===== src/rtl/pipe_pkg.sv =====
// Shared types and constants for the inter-stage pipeline registers.
package pipe_pkg;

    typedef enum logic [1:0] {
        StEmpty = 2'd0,
        StBusy  = 2'd1,
        StFull  = 2'd2
    } pipe_state_e;

    // Widest control vector supported; CTRL_NOP is sliced down to the actual width.
    localparam int unsigned CTRL_W_MAX = 64;
    localparam logic [CTRL_W_MAX-1:0] CTRL_NOP = '0;

    localparam int unsigned DATA_W_DEFAULT = 128;
    localparam int unsigned CTRL_W_DEFAULT = 12;

    localparam int unsigned IF_ID_DATA_W  = 64;
    localparam int unsigned IF_ID_CTRL_W  = 4;
    localparam int unsigned ID_EX_DATA_W  = 128;
    localparam int unsigned ID_EX_CTRL_W  = 12;
    localparam int unsigned EX_MEM_DATA_W = 96;
    localparam int unsigned EX_MEM_CTRL_W = 8;
    localparam int unsigned MEM_WB_DATA_W = 64;
    localparam int unsigned MEM_WB_CTRL_W = 4;

endpackage


===== src/rtl/pipe_stage_reg.sv =====
// Valid/ready pipeline stage register with flush-to-bubble.
// Define PIPE_STAGE_SKID_EN for a 2-entry skid buffer with registered in_ready.
module pipe_stage_reg
    import pipe_pkg::*;
#(
    parameter int unsigned DATA_W = DATA_W_DEFAULT,
    parameter int unsigned CTRL_W = CTRL_W_DEFAULT
) (
    input  logic              clock,
    input  logic              resetn,
    input  logic              in_valid,
    output logic              in_ready,
    input  logic [DATA_W-1:0] in_data,
    input  logic [CTRL_W-1:0] in_ctrl,
    input  logic              flush,
    output logic              out_valid,
    input  logic              out_ready,
    output logic [DATA_W-1:0] out_data,
    output logic [CTRL_W-1:0] out_ctrl
);

    localparam logic [CTRL_W-1:0] LP_NOP = CTRL_NOP[CTRL_W-1:0];

    pipe_state_e       r_state;
    pipe_state_e       w_state_next;
    logic [DATA_W-1:0] r_out_data;
    logic [CTRL_W-1:0] r_out_ctrl;
    logic              w_in_xfer;
    logic              w_load_out;
    logic              w_clear_ctrl;

`ifdef PIPE_STAGE_SKID_EN
    logic [DATA_W-1:0] r_skid_data;
    logic [CTRL_W-1:0] r_skid_ctrl;
    logic              r_in_ready;
    logic              w_load_skid;
    logic              w_skid_to_out;

    assign in_ready = r_in_ready;
`else
    assign in_ready = out_ready | ~out_valid;
`endif

    assign w_in_xfer = in_valid & in_ready;
    assign out_valid = (r_state != StEmpty);
    assign out_data  = r_out_data;
    assign out_ctrl  = r_out_ctrl;

    always_comb begin
        w_state_next  = r_state;
        w_load_out    = 1'b0;
        w_clear_ctrl  = 1'b0;
`ifdef PIPE_STAGE_SKID_EN
        w_load_skid   = 1'b0;
        w_skid_to_out = 1'b0;
`endif
        if (flush) begin
            w_state_next = StEmpty;
            w_clear_ctrl = 1'b1;
        end else begin
            case (r_state)
                StEmpty: begin
                    if (w_in_xfer) begin
                        w_state_next = StBusy;
                        w_load_out   = 1'b1;
                    end
                end
                StBusy: begin
                    if (w_in_xfer && out_ready) begin
                        w_load_out = 1'b1;
                    end else if (out_ready) begin
                        w_state_next = StEmpty;
                        w_clear_ctrl = 1'b1;
`ifdef PIPE_STAGE_SKID_EN
                    end else if (w_in_xfer) begin
                        w_state_next = StFull;
                        w_load_skid  = 1'b1;
`endif
                    end
                end
`ifdef PIPE_STAGE_SKID_EN
                StFull: begin
                    if (out_ready) begin
                        w_state_next  = StBusy;
                        w_skid_to_out = 1'b1;
                    end
                end
`endif
                default: begin
                    w_state_next = StEmpty;
                    w_clear_ctrl = 1'b1;
                end
            endcase
        end
    end

    always_ff @(posedge clock or negedge resetn) begin
        if (!resetn) begin
            r_state    <= StEmpty;
            r_out_data <= '0;
            r_out_ctrl <= LP_NOP;
        end else begin
            r_state <= w_state_next;
            if (w_load_out) begin
                r_out_data <= in_data;
                r_out_ctrl <= in_ctrl;
`ifdef PIPE_STAGE_SKID_EN
            end else if (w_skid_to_out) begin
                r_out_data <= r_skid_data;
                r_out_ctrl <= r_skid_ctrl;
`endif
            end else if (w_clear_ctrl) begin
                // Bubble: data is kept, only the control vector is squashed.
                r_out_ctrl <= LP_NOP;
            end
        end
    end

`ifdef PIPE_STAGE_SKID_EN
    always_ff @(posedge clock or negedge resetn) begin
        if (!resetn) begin
            r_skid_data <= '0;
            r_skid_ctrl <= LP_NOP;
            r_in_ready  <= 1'b1;
        end else begin
            if (w_load_skid) begin
                r_skid_data <= in_data;
                r_skid_ctrl <= in_ctrl;
            end
            r_in_ready <= (w_state_next != StFull);
        end
    end
`endif

endmodule


===== config.mk =====
export PLATFORM = sky130hd
export DESIGN_NAME = pipe_stage_reg
export DESIGN_NICKNAME = d
export VERILOG_FILES = /design/src/rtl/pipe_pkg.sv /design/src/rtl/pipe_stage_reg.sv
export SDC_FILE = /design/constraint.sdc
export NUM_CORES = 1
export LEC_CHECK = 0
export ABC_AREA = 1
export ABC_CLOCK_PERIOD_IN_PS = 1900
export CAP_MARGIN = 20
export CORE_ASPECT_RATIO = 0.7
export CORE_MARGIN = 5
export CORE_UTILIZATION = 43
export DETAILED_ROUTE_END_ITERATION = 7
export PLACE_DENSITY_LB_ADDON = 0.1
export SETUP_SLACK_MARGIN = 0.15
export SLEW_MARGIN = 20
export SYNTH_ARGS = -nofsm -noshare
export SYNTH_HDL_FRONTEND = slang
export SYNTH_SLANG_ARGS = --single-unit
export TNS_END_PERCENT = 5

===== constraint.sdc =====
create_clock -name clock -period 1.9 [get_ports clock]
set_input_delay 0.285 -clock clock [delete_from_list [all_inputs] [get_ports clock]]
set_output_delay 0.285 -clock clock [all_outputs]
set_load 0.01 [all_outputs]

# Word level (Yosys, flattened, before mapping)
# Index checks and enable logic that the tools add are counted.
# op_classes
addsub	0
multipliers	0
div_mod_pow	0
order_cmp	0
eq_ne	4
shift	0
muxes	15
bitwise	3
n_reduce_logical	5
# ops
cell	n
12-bit 2-to-1 mux	2
3-bit != test, second input constant	3
2-bit 2-to-1 mux	4
1-bit 2-to-1 mux	6
1-bit one-hot mux with 2 select lines	2
2-bit one-hot mux with 2 select lines	1
2-bit nonzero test	2
3-bit AND reduction	1
2-bit by 1-bit == test with 1-bit output, second input constant	1
2-bit zero test	1
1-bit AND	1
1-bit logical AND	1
1-bit NOT	1
1-bit OR	1
# totals
reg_bits	142
latch_bits	0
ramBits	0
romBits	0
in_bits	145
out_inout_bits	142
elab_cells	30
n_memories	0

# Depth between registers and ports, before layout
# logic_depth
word_depth	10
depth_mapped	7
depth_no_buf	5

# Worst setup path before layout
# Ideal clock, no wire load.
# synth_path
path_type	reg-to-output
start	register r_state[0]
end	output port in_ready
arrival_time_ns	0.878
required_time_ns	1.615
slack_ns	0.737
stages_incl_launch_ff	3
path_buffers	1
cell_sequence	dfrtp_1 > nand2_2 > buf_1
# synth_between
elab_chain_cells	3
# synth_lines
item	line	source
start: declaration	pipe_stage_reg.sv:24	pipe_state_e r_state;
start signal: assignment	pipe_stage_reg.sv:99	r_state <= StEmpty;
start signal: assignment	pipe_stage_reg.sv:103	r_state <= w_state_next;
2-bit nonzero test	pipe_stage_reg.sv:45	assign out_valid = (r_state != StEmpty);
1-bit NOT	pipe_stage_reg.sv:41	assign in_ready = out_ready | ~out_valid;
1-bit OR	pipe_stage_reg.sv:41	
end: declaration	pipe_stage_reg.sv:12	output logic in_ready,
# No other way between the ends.

# Worst setup path in the final report
# layout_path
start	register r_state[0]
end	output port out_valid
# layout_between
elab_chain_cells	1
# layout_lines
item	line	source
2-bit nonzero test	pipe_stage_reg.sv:45	
end: declaration	pipe_stage_reg.sv:16	output logic out_valid,
# No other way between the ends.

==> impl_metrics.tcl <==
set metrics [dict create \
    irDropWorstVdd_mv 0.742 \
    hold_class "in -> async" \
    n_antenna_cell 0 \
    path_max_fanout 3 \
    r2r-start "r_state[0]" \
    synthXorXnorAreaFrac 0 \
    ios 287 \
    ys_types 11 \
    crit_required_ps 1620 \
    num_rows 34 \
    min_period_ps 1700 \
    cts.sinks 141 \
    synth_top_family_by_area "simple AND/OR/NAND/NOR gates" \
    area_delta_synth_final_pct 66.2 \
    crit_slowest_cell "clkdlybuf4s50_1" \
    drive_gt1_frac 0.0511 \
    fin_crit_sh 0.895 \
    synth_area_per_cell_sq_um 9.02 \
    finalPower_mw 9.13 \
    synth_area_sq_um 5570 \
    numCtsBuffers 17 \
    cp_num_cells 1 \
    grt_pass1_vias 5520 \
    final-seq-area_sq_um 3530 \
    dpl.hpwl_microns 12800 \
    postRouteAntennaNets 0 \
    crit_chain "clkdlybuf4s50_1" \
    dieArea_sq_um 15400 \
    die-width_microns 146 \
    post-place-cells 1030 \
    fin_cells 1063 \
    fin_ws_ps 200 \
    htreeDepth 4 \
    hold_violations 0 \
    globalRouteOverflowTotal 0 \
    yosys.area_share.simple 0.323 \
    slowest_delay_ps 580 \
    timing.fmax_mhz 588 \
    worst_pin_slew_ps 433 \
    setup_violations 0 \
    nets 1033 \
    nFillCells 876 \
    end_kind "output pin" \
    synthMuxAreaShare 0 \
    grt_first_pass_wirelength_microns 29200 \
    synthCells 617 \
    worstRegToRegCells 6 \
    dr.pass1.iters 6 \
    clk_pin_slew_ps 60 \
    start_util 0.443 \
    vias 5314 \
    grt_max_degree 89 \
    yosysSeqAreaShare 0.634 \
    slew_headroom 0.711 \
    p_leak_nw 4.49 \
    routabilityCongestion 0.815 \
    drt_iter0_drc 343 \
    wl_per_cell_microns 17.1 \
    worstSetupPathType "reg -> out" \
    layout_common_cells "clkdlybuf4s50_1, nand2_1, nand3_1" \
    worstPathArrival_ps 1420 \
    portBuffers 286 \
    synth_seq_cells 141 \
    setup.worst_path.end "out_valid" \
    critPathLaunchType "flop" \
    synthAdderAreaFrac 0 \
    wl_microns 18200 \
    rrSetupSlack_ps 480 \
    synth_compound_area_frac 0.000899 \
    skew_ps 6.12 \
    status "complete, no violations" \
    fp.dieH_microns 105 \
    powerDensity_nw_per_um2 987 \
    crit-reg2reg-capture "out_data[85]" \
    cts_buffer_depth 2 \
    core_sq_um 12500 \
    cts_root_buf "clkbuf_16" \
    ys_warn_count 0 \
    drc 0 \
    grt_usage 0.237 \
    viasPerCell 5.00 \
    max_cap_viol_count 0 \
    multi_input_area_sq_um 1810 \
    drv_slew 0 \
    path_buf_inv 1 \
    insertion_delay_ps 400 \
    grt_antenna_before_repair 0 \
    startpoint "r_state[0]" \
    tns_ps 0 \
    syn_nets 762 \
    cts_tree "done" \
    crit_family "buffers and inverters" \
    pre_cts_slack_ps 143 \
    rsz0062_at_grt "false" \
    final_common_cell "clkdlybuf4s50_1" \
]
worst min path at each step:
stage                       from             to  slack (ps)  cells after the start
final                     resetn  out_data[100]         390                      2
after global routing      resetn  out_data[100]         420                      2
after CTS                 resetn  out_data[100]         390                      2
after detailed placement  resetn  out_data[100]         240                      1
after global placement    resetn  out_data[100]         240                      1
after floorplan           resetn    out_ctrl[0]         -10                      0
sequential cells by signal (all words and copies together), names as in the netlist:
signal and count:
r_state 1, out_data 128, out_ctrl 12
Yosys cell counts:
library cell  number  area [sq um]
a21oi_1            1          5.00
buf_1              4          15.0
buf_2             33           165
buf_4              2          15.0
clkbuf_1           7          26.3
dfrtp_1          141          3530
inv_1              4          15.0
nand2_1          271          1020
nand2_2            1          6.26
nand3_1          152           761
nor2_4             1          11.3
logic make-up (layout without fill, tap and decap cells):
group / count (synthesis) / count (layout)
simple gates: 425 / 425
compound gates: 1 / 1
flops: 141 / 141
buf+inv: 50 / 334
final cells by class:
type,count,area share
Clock buffer,21,0.0509
Clock inverter,11,0.0151
Inverter,4,0.00162
Multi-Input combinational cell,426,0.196
Sequential cell,141,0.381
Tap cell,162,0.0219
Timing Repair Buffer,298,0.333
where the power goes:
group          internal, mW  switching [mW]  total (mW)
Clock                  2.16            1.23        3.39
Sequential             3.42           0.246        3.66
Combinational          1.17           0.906        2.07
per-layer routing:
layer | share of wire | vias to the layer above | GRT usage
li1 | - | 2521 | -
met1 | 0.39 | 2514 | 0.288
met2 | 0.50 | 244 | 0.402
met3 | 0.078 | 35 | 0.0692
met4 | 0.030 | 0 | 0.0919
met5 | 0 | - | 0
repair_timing:
item,in CTS,in global routing
hold buffers,1,0
resized for setup,1,0
buffers inserted,0,0
setup endpoints to repair,1,0
hold endpoints to repair,42,0
stage by stage:
stage,instance area (sq um),utilization,hold slack (ps)
floorplan,5570,-,-10.6
global placement,8630,0.688,237
detailed placement,8630,0.688,240
CTS,9250,0.737,391
global route,9250,0.737,416
finish,9250,0.737,387
(Power assumes the default switching activity.)
